**src/rtl/sd_spi_arbiter_if.sv**
```systemverilog
// Requester-side bus of the SD SPI arbiter: two read requesters sharing one host.
interface sd_spi_arbiter_if #(
    parameter int ADDR_W = 32
);
    logic [1:0]        req;
    logic [1:0]        gnt;
    logic [1:0]        r_block;
    logic [1:0]        r_multi_block;
    logic [1:0]        r_byte;
    logic [ADDR_W-1:0] block_addr_0;
    logic [ADDR_W-1:0] block_addr_1;
    logic [1:0]        req_busy;

    // Requesters drive commands and sample grant/busy.
    modport master (
        output req, r_block, r_multi_block, r_byte, block_addr_0, block_addr_1,
        input  gnt, req_busy
    );

    // The arbiter owns grant and per-port busy view.
    modport slave (
        input  req, r_block, r_multi_block, r_byte, block_addr_0, block_addr_1,
        output gnt, req_busy
    );
endinterface

```
**src/rtl/sd_spi_arbiter.sv**
```systemverilog
// Shares one sdspihost between the raw block reader (port 0) and the eluks
// engine (port 1): host reset/init sequencing, round-robin whole-transaction
// grants and a busy watchdog that re-initialises a hung host.
module sd_spi_arbiter #(
    parameter int ADDR_W         = 32,
    parameter int RST_CYCLES     = 16,
    parameter int TIMEOUT_CYCLES = 2**24
) (
    input  logic              clk,
    input  logic              rst,
    sd_spi_arbiter_if.slave   bus,
    output logic              spi_rst,
    output logic              spi_r_block,
    output logic              spi_r_multi_block,
    output logic              spi_r_byte,
    output logic [ADDR_W-1:0] spi_block_addr,
    input  logic              spi_busy,
    input  logic              spi_err,
    output logic              init_done,
    output logic              init_err,
    output logic              timeout_err
);
    // One counter serves the reset pulse, the init settle window and the watchdog.
    localparam int MAX_CNT = (TIMEOUT_CYCLES > RST_CYCLES) ? TIMEOUT_CYCLES : RST_CYCLES;
    localparam int CNT_W   = $clog2(MAX_CNT) + 1;
    localparam logic [CNT_W-1:0] RST_LAST  = CNT_W'(RST_CYCLES - 1);
    localparam logic [CNT_W-1:0] TO_LAST   = CNT_W'(TIMEOUT_CYCLES - 1);
    localparam logic [CNT_W-1:0] INIT_SKIP = CNT_W'(2);

    typedef enum logic [2:0] {
        RESET_SPI,
        INIT_WAIT,
        IDLE,
        GRANT,
        RELEASE
    } state_e;

    state_e           state_q, state_d;
    logic [CNT_W-1:0] cnt_q, cnt_d;
    logic [1:0]       gnt_q, gnt_d;
    logic             last_q, last_d;
    logic             spi_rst_q, spi_rst_d;
    logic             init_done_q, init_done_d;
    logic             init_err_q, init_err_d;
    logic             timeout_err_q, timeout_err_d;
    logic             wd_fire;

    // State and status registers; reset leaves the host in reset with port 0 favoured.
    always_ff @(posedge clk or negedge rst) begin
        if (!rst) begin
            state_q       <= RESET_SPI;
            cnt_q         <= '0;
            gnt_q         <= 2'b00;
            last_q        <= 1'b1;
            spi_rst_q     <= 1'b1;
            init_done_q   <= 1'b0;
            init_err_q    <= 1'b0;
            timeout_err_q <= 1'b0;
        end else begin
            state_q       <= state_d;
            cnt_q         <= cnt_d;
            gnt_q         <= gnt_d;
            last_q        <= last_d;
            spi_rst_q     <= spi_rst_d;
            init_done_q   <= init_done_d;
            init_err_q    <= init_err_d;
            timeout_err_q <= timeout_err_d;
        end
    end

    // Next-state: sequencing, arbitration and watchdog recovery.
    always_comb begin
        state_d       = state_q;
        cnt_d         = cnt_q;
        gnt_d         = gnt_q;
        last_d        = last_q;
        spi_rst_d     = spi_rst_q;
        init_done_d   = init_done_q;
        init_err_d    = init_err_q;
        timeout_err_d = timeout_err_q;
        wd_fire       = 1'b0;

        case (state_q)
            RESET_SPI: begin
                if (cnt_q == RST_LAST) begin
                    spi_rst_d = 1'b0;
                    cnt_d     = '0;
                    state_d   = INIT_WAIT;
                end else begin
                    cnt_d = cnt_q + 1'b1;
                end
            end
            INIT_WAIT: begin
                // Host status is meaningless for the first two cycles after reset.
                if (cnt_q < INIT_SKIP) begin
                    cnt_d = cnt_q + 1'b1;
                end else if (spi_err) begin
                    init_err_d = 1'b1;
                    spi_rst_d  = 1'b1;
                    cnt_d      = '0;
                    state_d    = RESET_SPI;
                end else if (!spi_busy) begin
                    init_done_d = 1'b1;
                    cnt_d       = '0;
                    state_d     = IDLE;
                end
            end
            IDLE: begin
                cnt_d = '0;
                if (bus.req == 2'b11) gnt_d = last_q ? 2'b01 : 2'b10;
                else                  gnt_d = bus.req;
                if (|bus.req) begin
                    last_d  = gnt_d[1];
                    state_d = GRANT;
                end
            end
            GRANT, RELEASE: begin
                if (spi_busy) begin
                    if (cnt_q == TO_LAST) wd_fire = 1'b1;
                    else                  cnt_d   = cnt_q + 1'b1;
                end else begin
                    cnt_d = '0;
                end
                if (wd_fire) begin
                    timeout_err_d = 1'b1;
                    gnt_d         = 2'b00;
                    spi_rst_d     = 1'b1;
                    init_done_d   = 1'b0;
                    cnt_d         = '0;
                    state_d       = RESET_SPI;
                end else if (state_q == GRANT) begin
                    // Only the owner dropping its request ends a grant.
                    if (!(|(bus.req & gnt_q))) begin
                        gnt_d   = 2'b00;
                        state_d = RELEASE;
                    end
                end else if (!spi_busy) begin
                    state_d = IDLE;
                end
            end
            default: state_d = RESET_SPI;
        endcase
    end

    // Host commands follow the registered grant with zero latency.
    logic [1:0] own;
    assign own               = gnt_q & bus.req;
    assign spi_r_block       = |(bus.r_block & own);
    assign spi_r_multi_block = |(bus.r_multi_block & own);
    assign spi_r_byte        = |(bus.r_byte & own);
    assign spi_block_addr    = gnt_q[0] ? bus.block_addr_0 :
                               gnt_q[1] ? bus.block_addr_1 : '0;

    assign bus.gnt      = gnt_q;
    assign bus.req_busy = ~gnt_q | {2{spi_busy}};
    assign spi_rst      = spi_rst_q;
    assign init_done    = init_done_q;
    assign init_err     = init_err_q;
    assign timeout_err  = timeout_err_q;
endmodule

```
**src/flat_wrapper.sv**
```systemverilog
// flat-port wrapper written by rule: the top's interface ports become plain ports
module sd_spi_arbiter_flat 
#(
    parameter int ADDR_W         = 32,
    parameter int RST_CYCLES     = 16,
    parameter int TIMEOUT_CYCLES = 2**24
)
  (clk, rst, spi_rst, spi_r_block, spi_r_multi_block, spi_r_byte, spi_block_addr, spi_busy, spi_err, init_done, init_err, timeout_err, bus_req, bus_r_block, bus_r_multi_block, bus_r_byte, bus_block_addr_0, bus_block_addr_1, bus_gnt, bus_req_busy);
  sd_spi_arbiter_if #(.ADDR_W(ADDR_W)) bus_i ();
  input  logic clk;
  input  logic rst;
  output logic spi_rst;
  output logic spi_r_block;
  output logic spi_r_multi_block;
  output logic spi_r_byte;
  output logic [ADDR_W-1:0] spi_block_addr;
  input  logic spi_busy;
  input  logic spi_err;
  output logic init_done;
  output logic init_err;
  output logic timeout_err;
  input wire logic [$bits(bus_i.req)-1:0] bus_req;
  input wire logic [$bits(bus_i.r_block)-1:0] bus_r_block;
  input wire logic [$bits(bus_i.r_multi_block)-1:0] bus_r_multi_block;
  input wire logic [$bits(bus_i.r_byte)-1:0] bus_r_byte;
  input wire logic [$bits(bus_i.block_addr_0)-1:0] bus_block_addr_0;
  input wire logic [$bits(bus_i.block_addr_1)-1:0] bus_block_addr_1;
  output wire logic [$bits(bus_i.gnt)-1:0] bus_gnt;
  output wire logic [$bits(bus_i.req_busy)-1:0] bus_req_busy;
  assign bus_i.req = bus_req;
  assign bus_i.r_block = bus_r_block;
  assign bus_i.r_multi_block = bus_r_multi_block;
  assign bus_i.r_byte = bus_r_byte;
  assign bus_i.block_addr_0 = bus_block_addr_0;
  assign bus_i.block_addr_1 = bus_block_addr_1;
  assign bus_gnt = bus_i.gnt;
  assign bus_req_busy = bus_i.req_busy;
  sd_spi_arbiter #(.ADDR_W(ADDR_W), .RST_CYCLES(RST_CYCLES), .TIMEOUT_CYCLES(TIMEOUT_CYCLES)) u_core (.clk(clk), .rst(rst), .bus(bus_i), .spi_rst(spi_rst), .spi_r_block(spi_r_block), .spi_r_multi_block(spi_r_multi_block), .spi_r_byte(spi_r_byte), .spi_block_addr(spi_block_addr), .spi_busy(spi_busy), .spi_err(spi_err), .init_done(init_done), .init_err(init_err), .timeout_err(timeout_err));
endmodule
```
**config.mk**
```make
export PLATFORM = sky130hd
export DESIGN_NAME = sd_spi_arbiter_flat
export DESIGN_NICKNAME = d
export VERILOG_FILES = /design/src/rtl/sd_spi_arbiter_if.sv /design/src/rtl/sd_spi_arbiter.sv /design/src/flat_wrapper.sv
export SDC_FILE = /design/constraint.sdc
export NUM_CORES = 1
export LEC_CHECK = 0
export CORE_UTILIZATION = 41
export CTS_CLUSTER_DIAMETER = 80
export DETAILED_ROUTE_END_ITERATION = 6
export GPL_TIMING_DRIVEN = 0
export PLACE_DENSITY_LB_ADDON = 0.2
export SYNTH_ARGS = -nofsm -noshare
export SYNTH_HDL_FRONTEND = slang
export SYNTH_SLANG_ARGS = --single-unit
```
**constraint.sdc**
```tcl
create_clock -name clk -period 3 [get_ports clk]
set_clock_uncertainty 0.1 [all_clocks]
set_input_delay 0.45 -clock clk [delete_from_list [all_inputs] [get_ports clk]]
set_output_delay 0.45 -clock clk [all_outputs]
set_load 0.02 [all_outputs]
```
======== Word level (Yosys, flattened, before mapping) ========
Cells that the tools add are included.
word-level totals
  RAM bits ................................ 0
  input bits .............................. 76
  register bits after elaboration ......... 35
  bits in read-only memories .............. 0
  memories ................................ 0
  word-level logic and storage cells ...... 93
  output and inout port bits .............. 43
  bits in latches ......................... 0
operators by class
  divide/modulo/power cells ............... 0
  reductions and logical operators ........ 19
  equality and inequality tests ........... 19
  bitwise gates (word level) .............. 7
  $add $sub $neg .......................... 1
  $lt $le $gt $ge ......................... 1
  multiply operators ...................... 0
  mux-type cells .......................... 38
  shift operators ......................... 0
operator list
  kind                     count
  $mux W25                 7
  $pmux W25 S4             1
  $mux W32                 2
  $add A25 B1 Y25 const B  1
  $eq A25 B24 Y1 const B   1
  $eq A25 B4 Y1 const B    1
  $lt A25 B2 Y1 const B    1
  $mux W3                  8
  $pmux W3 S4              1
  $reduce_or A2 Y1         6
  $mux W1                  11
  $mux W2                  5
  $reduce_and A5 Y1        2
  $reduce_and A3 Y1        3
  $and A2 B2 Y2            4
  $ne A2 B2 Y1 const B     4
  $ne A4 B4 Y1 const B     2
  $eq A3 B2 Y1 const B     2
  $ne A2 B1 Y1 const B     3
  $ne A4 B3 Y1 const B     1
  $pmux W2 S2              1
  $reduce_and A2 Y1        2
  $reduce_and A4 Y1        1
  $reduce_bool A2 Y1       2
  other kinds (13)         13

======== Longest topological paths before layout ========
Gate-level depths: netlist of run 1.
  word-level depth ........................ 6
  mapped depth ............................ 8
  gate-level depth less buffers ........... 7

======== Worst setup path before layout of run 1 ========
OpenSTA, ideal clock, no wires.
  kind .................................... flip-flop to flip-flop
  from .................................... register u_core.cnt_q[4]
  to ...................................... register u_core.cnt_q[7]
  arrival time ............................ 2,060 ps
  data required time ...................... 2,778 ps
  setup slack ............................. 718 ps
  stages on the path, launching flop included .. 8
  clock period less this slack ............ 2,282 ps
  path buffers ............................ 1
  library setup time ...................... 122 ps
  path through ............................ dfrtp_1 -> nor4_2 -> nand4_2 -> nor3_2 -> o22ai_1 -> nor4_4 -> buf_6 -> nor3_2
between the ends
  cells in the longest elaborated chain, start to end .. 6
  elaborated cells on any way between the ends .. 16
  those cells by class .................... 1 x add/sub; 1 x order compare; 4 x eq/ne; 9 x mux; 1 x reduce/logical
RTL lines
  what                                                                     RTL line              text
  start: declaration                                                       sd_spi_arbiter.sv:39  logic [CNT_W-1:0] cnt_q, cnt_d;
  start signal: assignment                                                 sd_spi_arbiter.sv:61  cnt_q <= cnt_d;
  parallel branches: the longest is 6 deep, another holds $add A25 B1 Y25  n/a
Parallel ways; which one is timed is not known. The select of a mux whose other input is x is not followed.
A chain may end at the register's enable or synchronous reset.

======== Worst setup path in the final report of run 1 ========
  from .................................... register u_core.gnt_q[0], in the netlist u_core.bus.gnt[0]
  to ...................................... output spi_block_addr[26]
between the ends
  cells in the longest elaborated chain, start to end .. 1
RTL lines
  what                      RTL line               text
  start: declaration        sd_spi_arbiter.sv:40   logic [1:0] gnt_q, gnt_d;
  start signal: assignment  sd_spi_arbiter.sv:62   gnt_q <= gnt_d;
  $mux W32                  sd_spi_arbiter.sv:151  assign spi_block_addr = gnt_q[0] ? bus.block_addr_0 :
  end: declaration          flat_wrapper.sv:16     output logic [ADDR_W-1:0] spi_block_addr;
No other way between the ends.

==> reports/qor.yml, run 1 <==
status:
  status: "completed"
cells_and_area:
  diodes: 0
  fin_cells: 479
  mostFrequentLayoutCells: "115 x clkdlybuf4s50_1, 33 x nor2_1, 33 x dfrtp_1"
  post_route_cells_drive_above_1_share_pct: 7.62
  syn_to_final_growth_pct: 53.5
  fin_nets: 485
  multi_input_area_um2: 1490
  ff_latch_area_um2: 878
  final_common_cell: "clkdlybuf4s50_1"
  fill_cells: 469
floorplanning:
  pin_count: 119
  rows: 27
  dieWidth_um: 79.8
  coreArea_um2: 5680
  dieArea_um2: 6360
  die_h_um: 79.8
  initial_core_util_pct: 43.7
setup_path:
  cp-end-kind: "output pin"
  critPathKind: "reg2out"
  path_depth: 5
  cp_top_family: "buffers and inverters"
  worstPathCellList: "clkbuf_1, nor2b_2, clkbuf_2, a22o_1, clkdlybuf4s50_1"
  worstPathArrival_ps: 2340
  crit_buf_inv: 3
  reg2reg_depth: 7
  critPathMaxStageDelay_ps: 650
  crit_fanout: 10
  worstPathRequired_ps: 2450
  startpoint_type: "register"
  slowest_stage: "clkdlybuf4s50_1"
sta:
  clock.fmax_mhz: 346
  slew_headroom_pct: 30.7
  fin_crit_ps: 2890
  setup_viol: 0
  tns_ps: 0
  rsz0062_at_grt: "no"
  max_slew.worst_pin.slew_ps: 1030
  slew_violations: 0
  hold_violations: 0
  post-route-period-util_pct: 96.3
global_routing:
  overflow: 0
  grt_use_total_pct: 26.4
  grt_pass1_vias: 2572
  grt_max_degree: 36
  grt_antenna_before_repair: 0
  grt_pass1_wl_um: 12900
logic_synthesis:
  syn_area_um2: 2480
  ys.warnings.count: 0
  seq_area_frac_synth_pct: 35.4
  synth_top_flop_cell: "dfrtp_1"
  synth_area_per_cell_um2: 8.70
  syn_nets: 362
  yosysUniqueCellTypes: 47
  synth_edf_count: 0
  ys_seq_elements: 35
  async_flop_share_pct: 100
  synthCells: 285
drt:
  vias: 2735
  drt-vias-per-instance: 5.71
  drc: 0
  totalWireLength_um: 8490
  wl_per_cell_um: 17.7
  first_pass_iters: 4
  drtIter0Drc: 188
  antenna_left: 0
placement:
  dp_cells: 473
  dpl.hpwl_um: 6470
  io_buffers: 116
  place_congestion: 0.836
clock_network:
  cts_tree: "built"
  cts_hold_buf: 0
  cts.path.max_buffers: 2
  clock-sinks: 35
  clock_latency_ps: 290
  clkTransAtPathRegs_ps: 70
  post_cts_buffers: 0
  cts-buffers-inserted: 5
  root_buffer: "clkbuf_8"
  h-tree-depth: 2
pwr:
  p_leak_nw: 1.47
  peakVddDrop_uv: 264
  power_density_nw_per_um2: 236
job:
  cap_violations: 0
min_path:
  hp-class: "in2async"
==> flip-flops by register name, indices dropped and copies added, names as in the netlist <==
name / count
u_core.bus.gnt: 2
u_core.timeout_err: 1
u_core.spi_rst: 1
u_core.state_q: 3
u_core.init_err: 1
u_core.init_done: 1
u_core.cnt_q: 25
u_core.last_q: 1
==> cells in the mapped netlist, types with 3 or more instances <==
cell / n / area [um^2]
nor3_1: 9 / 45.0
clkbuf_1: 13 / 48.8
and3_1: 8 / 50.1
a22o_1: 31 / 272
nor3_2: 3 / 30.0
xor2_1: 16 / 140
and2_1: 3 / 18.8
nand2b_1: 3 / 18.8
a21oi_1: 13 / 65.1
nand4_1: 11 / 68.8
buf_2: 3 / 15.0
a32o_1: 3 / 30.0
dfrtp_1: 33 / 826
nor2b_1: 3 / 18.8
nand3_1: 19 / 95.1
inv_1: 6 / 22.5
nor2_1: 33 / 124
or3_1: 4 / 25.0
o21ai_0: 14 / 70.1
a31oi_1: 3 / 18.8
nor4_1: 3 / 18.8
nand2_1: 18 / 67.6
==> metal layers <==
metal  vias to the layer above  global-route usage, %  wire (um)
met1                      1280                   31.7       3510
met5                         -                      0          0
li1                       1319                      -          -
met3                        20                   7.66        711
met4                         0                   9.11        201
met2                       116                   44.7       4060
==> kinds of logic (layout without fill, tap and decap cells) <==
group	after synthesis	in the layout	share of synthesized area, %
fa+ha+maj	1	1	0.505
simple gates	124	124	27.4
buf+inv	25	147	4.54
flops	35	35	35.4
xor+xnor	17	17	6.01
compound gates	80	80	24.9
mux	3	3	1.26
==> final timing paths <==
kind	from	to	slack (ps)
max	u_core.bus.gnt[0]	spi_block_addr[26]	110
min reg2reg	u_core.init_err	u_core.init_err	370
max reg2reg	u_core.cnt_q[4]	u_core.cnt_q[22]	340
min	rst	u_core.init_done	130
max in group asynchronous	rst	u_core.cnt_q[23]	2150
min in group clk	u_core.init_err	u_core.init_err	370
==> what timing repair did <==
action | in CTS | in global routing
pin swaps | 0 | 0
resized for setup | 1 | 6
gates cloned | 0 | 0
hold endpoints to repair | 0 | 0
setup endpoints to repair | 9 | 26
==> stage by stage <==
stage          util [%]  cell area, um^2  worst slack [ps]  hold slack (ps)  power [W]
2_1_floorplan         -             2480               718             54.4   0.000488
3_3_place_gp       65.7             3730               221              351   0.000596
3_5_place_dp       65.6             3720               177              363   0.000596
4_1_cts            66.9             3800              28.5              172   0.000900
5_1_grt            67.0             3800              24.5              206   0.000931
6_report           67.0             3800               111              127   0.000899
==> report_power, final <==
group	switching, W	total (W)	internal [W]
sequential	0	0.000472	0.000472
clock	0.000157	0.000312	0.000155
combinational	0.0000305	0.000115	0.0000848
total	0.000188	0.000899	0.000711
==> cell type report <==
cell class              instances  area share [%]
clock buffers                   6            1.91
repair buffers                116            30.4
flip-flops and latches         35            23.1
multi-input cells             225            39.2
plain buffers                  19            2.50
well taps                      72            2.37
inverters                       6           0.592
(Power assumes the default switching activity.)
==> inputs of run 2 (changes only) <==
--- a/config.mk
+++ b/config.mk
@@ -5,6 +5,7 @@
 export SDC_FILE = /design/constraint.sdc
 export NUM_CORES = 1
 export LEC_CHECK = 0
+export CAP_MARGIN = 30
 export CORE_UTILIZATION = 41
 export CTS_CLUSTER_DIAMETER = 80
 export DETAILED_ROUTE_END_ITERATION = 6
==> results of run 2 <==
Final layout, timing and power as in run 1 (identical DEF).
==> inputs of run 3 (changes only) <==
--- a/config.mk
+++ b/config.mk
@@ -6,6 +6,7 @@
 export NUM_CORES = 1
 export LEC_CHECK = 0
 export CAP_MARGIN = 30
+export CORE_MARGIN = 8
 export CORE_UTILIZATION = 41
 export CTS_CLUSTER_DIAMETER = 80
 export DETAILED_ROUTE_END_ITERATION = 6
==> run 3 against run 2 <==
Compared with the run above: via count fell by 0.69%; setup slack improved by 78 ps; register-to-register slack barely moved; hold slack got worse by 2.0 ps; maximum frequency rose by 2.8%; wire length rose by 8.1%; sequential power barely moved; die area rose by 38%; sequential cell count did not move; sequential share of layout area fell by 0.27 points; clock power rose by 41%; critical endpoint is now spi_block_addr[20].
==> reports/qor.yml, run 3 (same netlist as run 1, synthesis figures left out) <==
status:
  status: "completed"
floorplanning:
  coreArea_um2: 5890
  dieArea_um2: 8790
  die_h_um: 93.8
  initial_core_util_pct: 42.1
  dieWidth_um: 93.8
  pin_count: 119
  rows: 28
pwr:
  p_leak_nw: 1.49
  power.switching_w: 0.000202
  power.total_w: 0.00103
  power_frac_clock_pct: 42.9
  comb_power_share_pct: 11.1
  power_density_nw_per_um2: 267
  internal_power_w: 0.000825
  peakVddDrop_uv: 247
  p_seq_share_pct: 45.9
  switching_share_pct: 19.7
clock_network:
  cts_hold_buf: 0
  root_buffer: "clkbuf_8"
  h-tree-depth: 2
  cts_tree: "built"
  clock_latency_ps: 290
  cts-buffers-inserted: 5
  clkTransAtPathRegs_ps: 70
  ctsResizeCount: 0
  cts.path.max_buffers: 2
  clock-sinks: 35
  post_cts_buffers: 0
sta:
  setup_viol: 0
  slew_violations: 0
  rsz0062_at_grt: "no"
  hold_violations: 0
  post-route-period-util_pct: 93.7
  clock.fmax_mhz: 356
  max_slew.worst_pin.slew_ps: 964
  slew_headroom_pct: 35.2
  fin_crit_ps: 2810
  tns_ps: 0
global_routing:
  grt_pass1_vias: 2603
  grt_pass1_wl_um: 14000
  grt_max_degree: 36
  grt_use_total_pct: 20.0
  overflow: 0
  grt_antenna_before_repair: 0
cells_and_area:
  design_area_um2: 3850
  largest_register_ffs: 25
  fin_nets: 485
  syn_to_final_growth_pct: 55.3
  mostFrequentLayoutCells: "115 x clkdlybuf4s50_1, 33 x nor2_1, 33 x dfrtp_1"
  regMostFlops: "u_core.cnt_q"
  final_common_cell: "clkdlybuf4s50_1"
  finalCoreUtilization_pct: 65.4
  post_route_cells_drive_above_1_share_pct: 7.82
  diodes: 0
setup_path:
  startpoint: "u_core.bus.gnt[0]"
  reg2reg_slack_ps: 330
  reg2reg_depth: 7
  startpoint_type: "register"
  crit_fanout: 10
  worstPathRequired_ps: 2450
  r2r-start: "u_core.cnt_q[4]"
  cp-end-kind: "output pin"
  worstPathArrival_ps: 2260
  critPathKind: "reg2out"
drt:
  antenna_left: 0
  totalWireLength_um: 9180
  drc: 0
  wl_per_cell_um: 19.0
  drt-vias-per-instance: 5.61
  vias: 2716
  drtIter0Drc: 137
  first_pass_iters: 4
placement:
  dpl_cell_area_um2: 3730
  place_congestion: 0.844
  dpl.hpwl_um: 7280
  io_buffers: 116
job:
  cap_violations: 0
min_path:
  hp-class: "in2async"
run 3: layout make-up:
class,count,area (um^2)
Multi-Input combinational cell,225,1490
Fill cell,489,2040
Inverter,6,22.5
Timing Repair Buffer,116,1160
Clock buffer,6,82.6
Tap cell,75,93.8
Clock inverter,2,35.0
Sequential cell,35,878
Buffer,19,93.8
run 3: power by group through the flow:
stage / clock network, W / logic, W / registers [W]
6_report: 0.000441 / 0.000114 / 0.000472
5_1_grt: 0.000474 / 0.000123 / 0.000471
4_1_cts: 0.000449 / 0.000115 / 0.000472
2_1_floorplan: 0 / 0.00000665 / 0.000481
3_5_place_dp: 0 / 0.000115 / 0.000481
3_3_place_gp: 0 / 0.000112 / 0.000481
run 3: per-layer routing:
metal | global-route usage [%] | wire, um | vias up
met2 | 34.0 | 4580 | 93
met1 | 24.8 | 3850 | 1299
met3 | 4.40 | 643 | 9
li1 | - | - | 1315
met5 | 0 | 0 | -
met4 | 4.89 | 95 | 0
run 3: worst max-delay path: stages (launching register included):
cell and delay (ps):
dfrtp_1 340, clkbuf_1 330, clkbuf_1 430, a22o_1 240
clkdlybuf4s50_1 630
run 3: through the flow:
step,hold WS (ps),setup slack (ps),std cells
finish,125,189,484
global route,208,15.5,484
CTS,169,23.2,484
detailed placement,361,295,476
global placement,350,325,476
floorplan,54.4,718,285
run 3: path summary, 6_finish.rpt:
| kind | end |
|---|---|
| setup / recovery | spi_block_addr[20] |
| hold / removal | u_core.init_done |
| min in group clk | u_core.init_err |
| setup reg to reg | u_core.cnt_q[19] |
| hold reg to reg | u_core.init_err |
| max in group asynchronous | u_core.bus.gnt[0] |
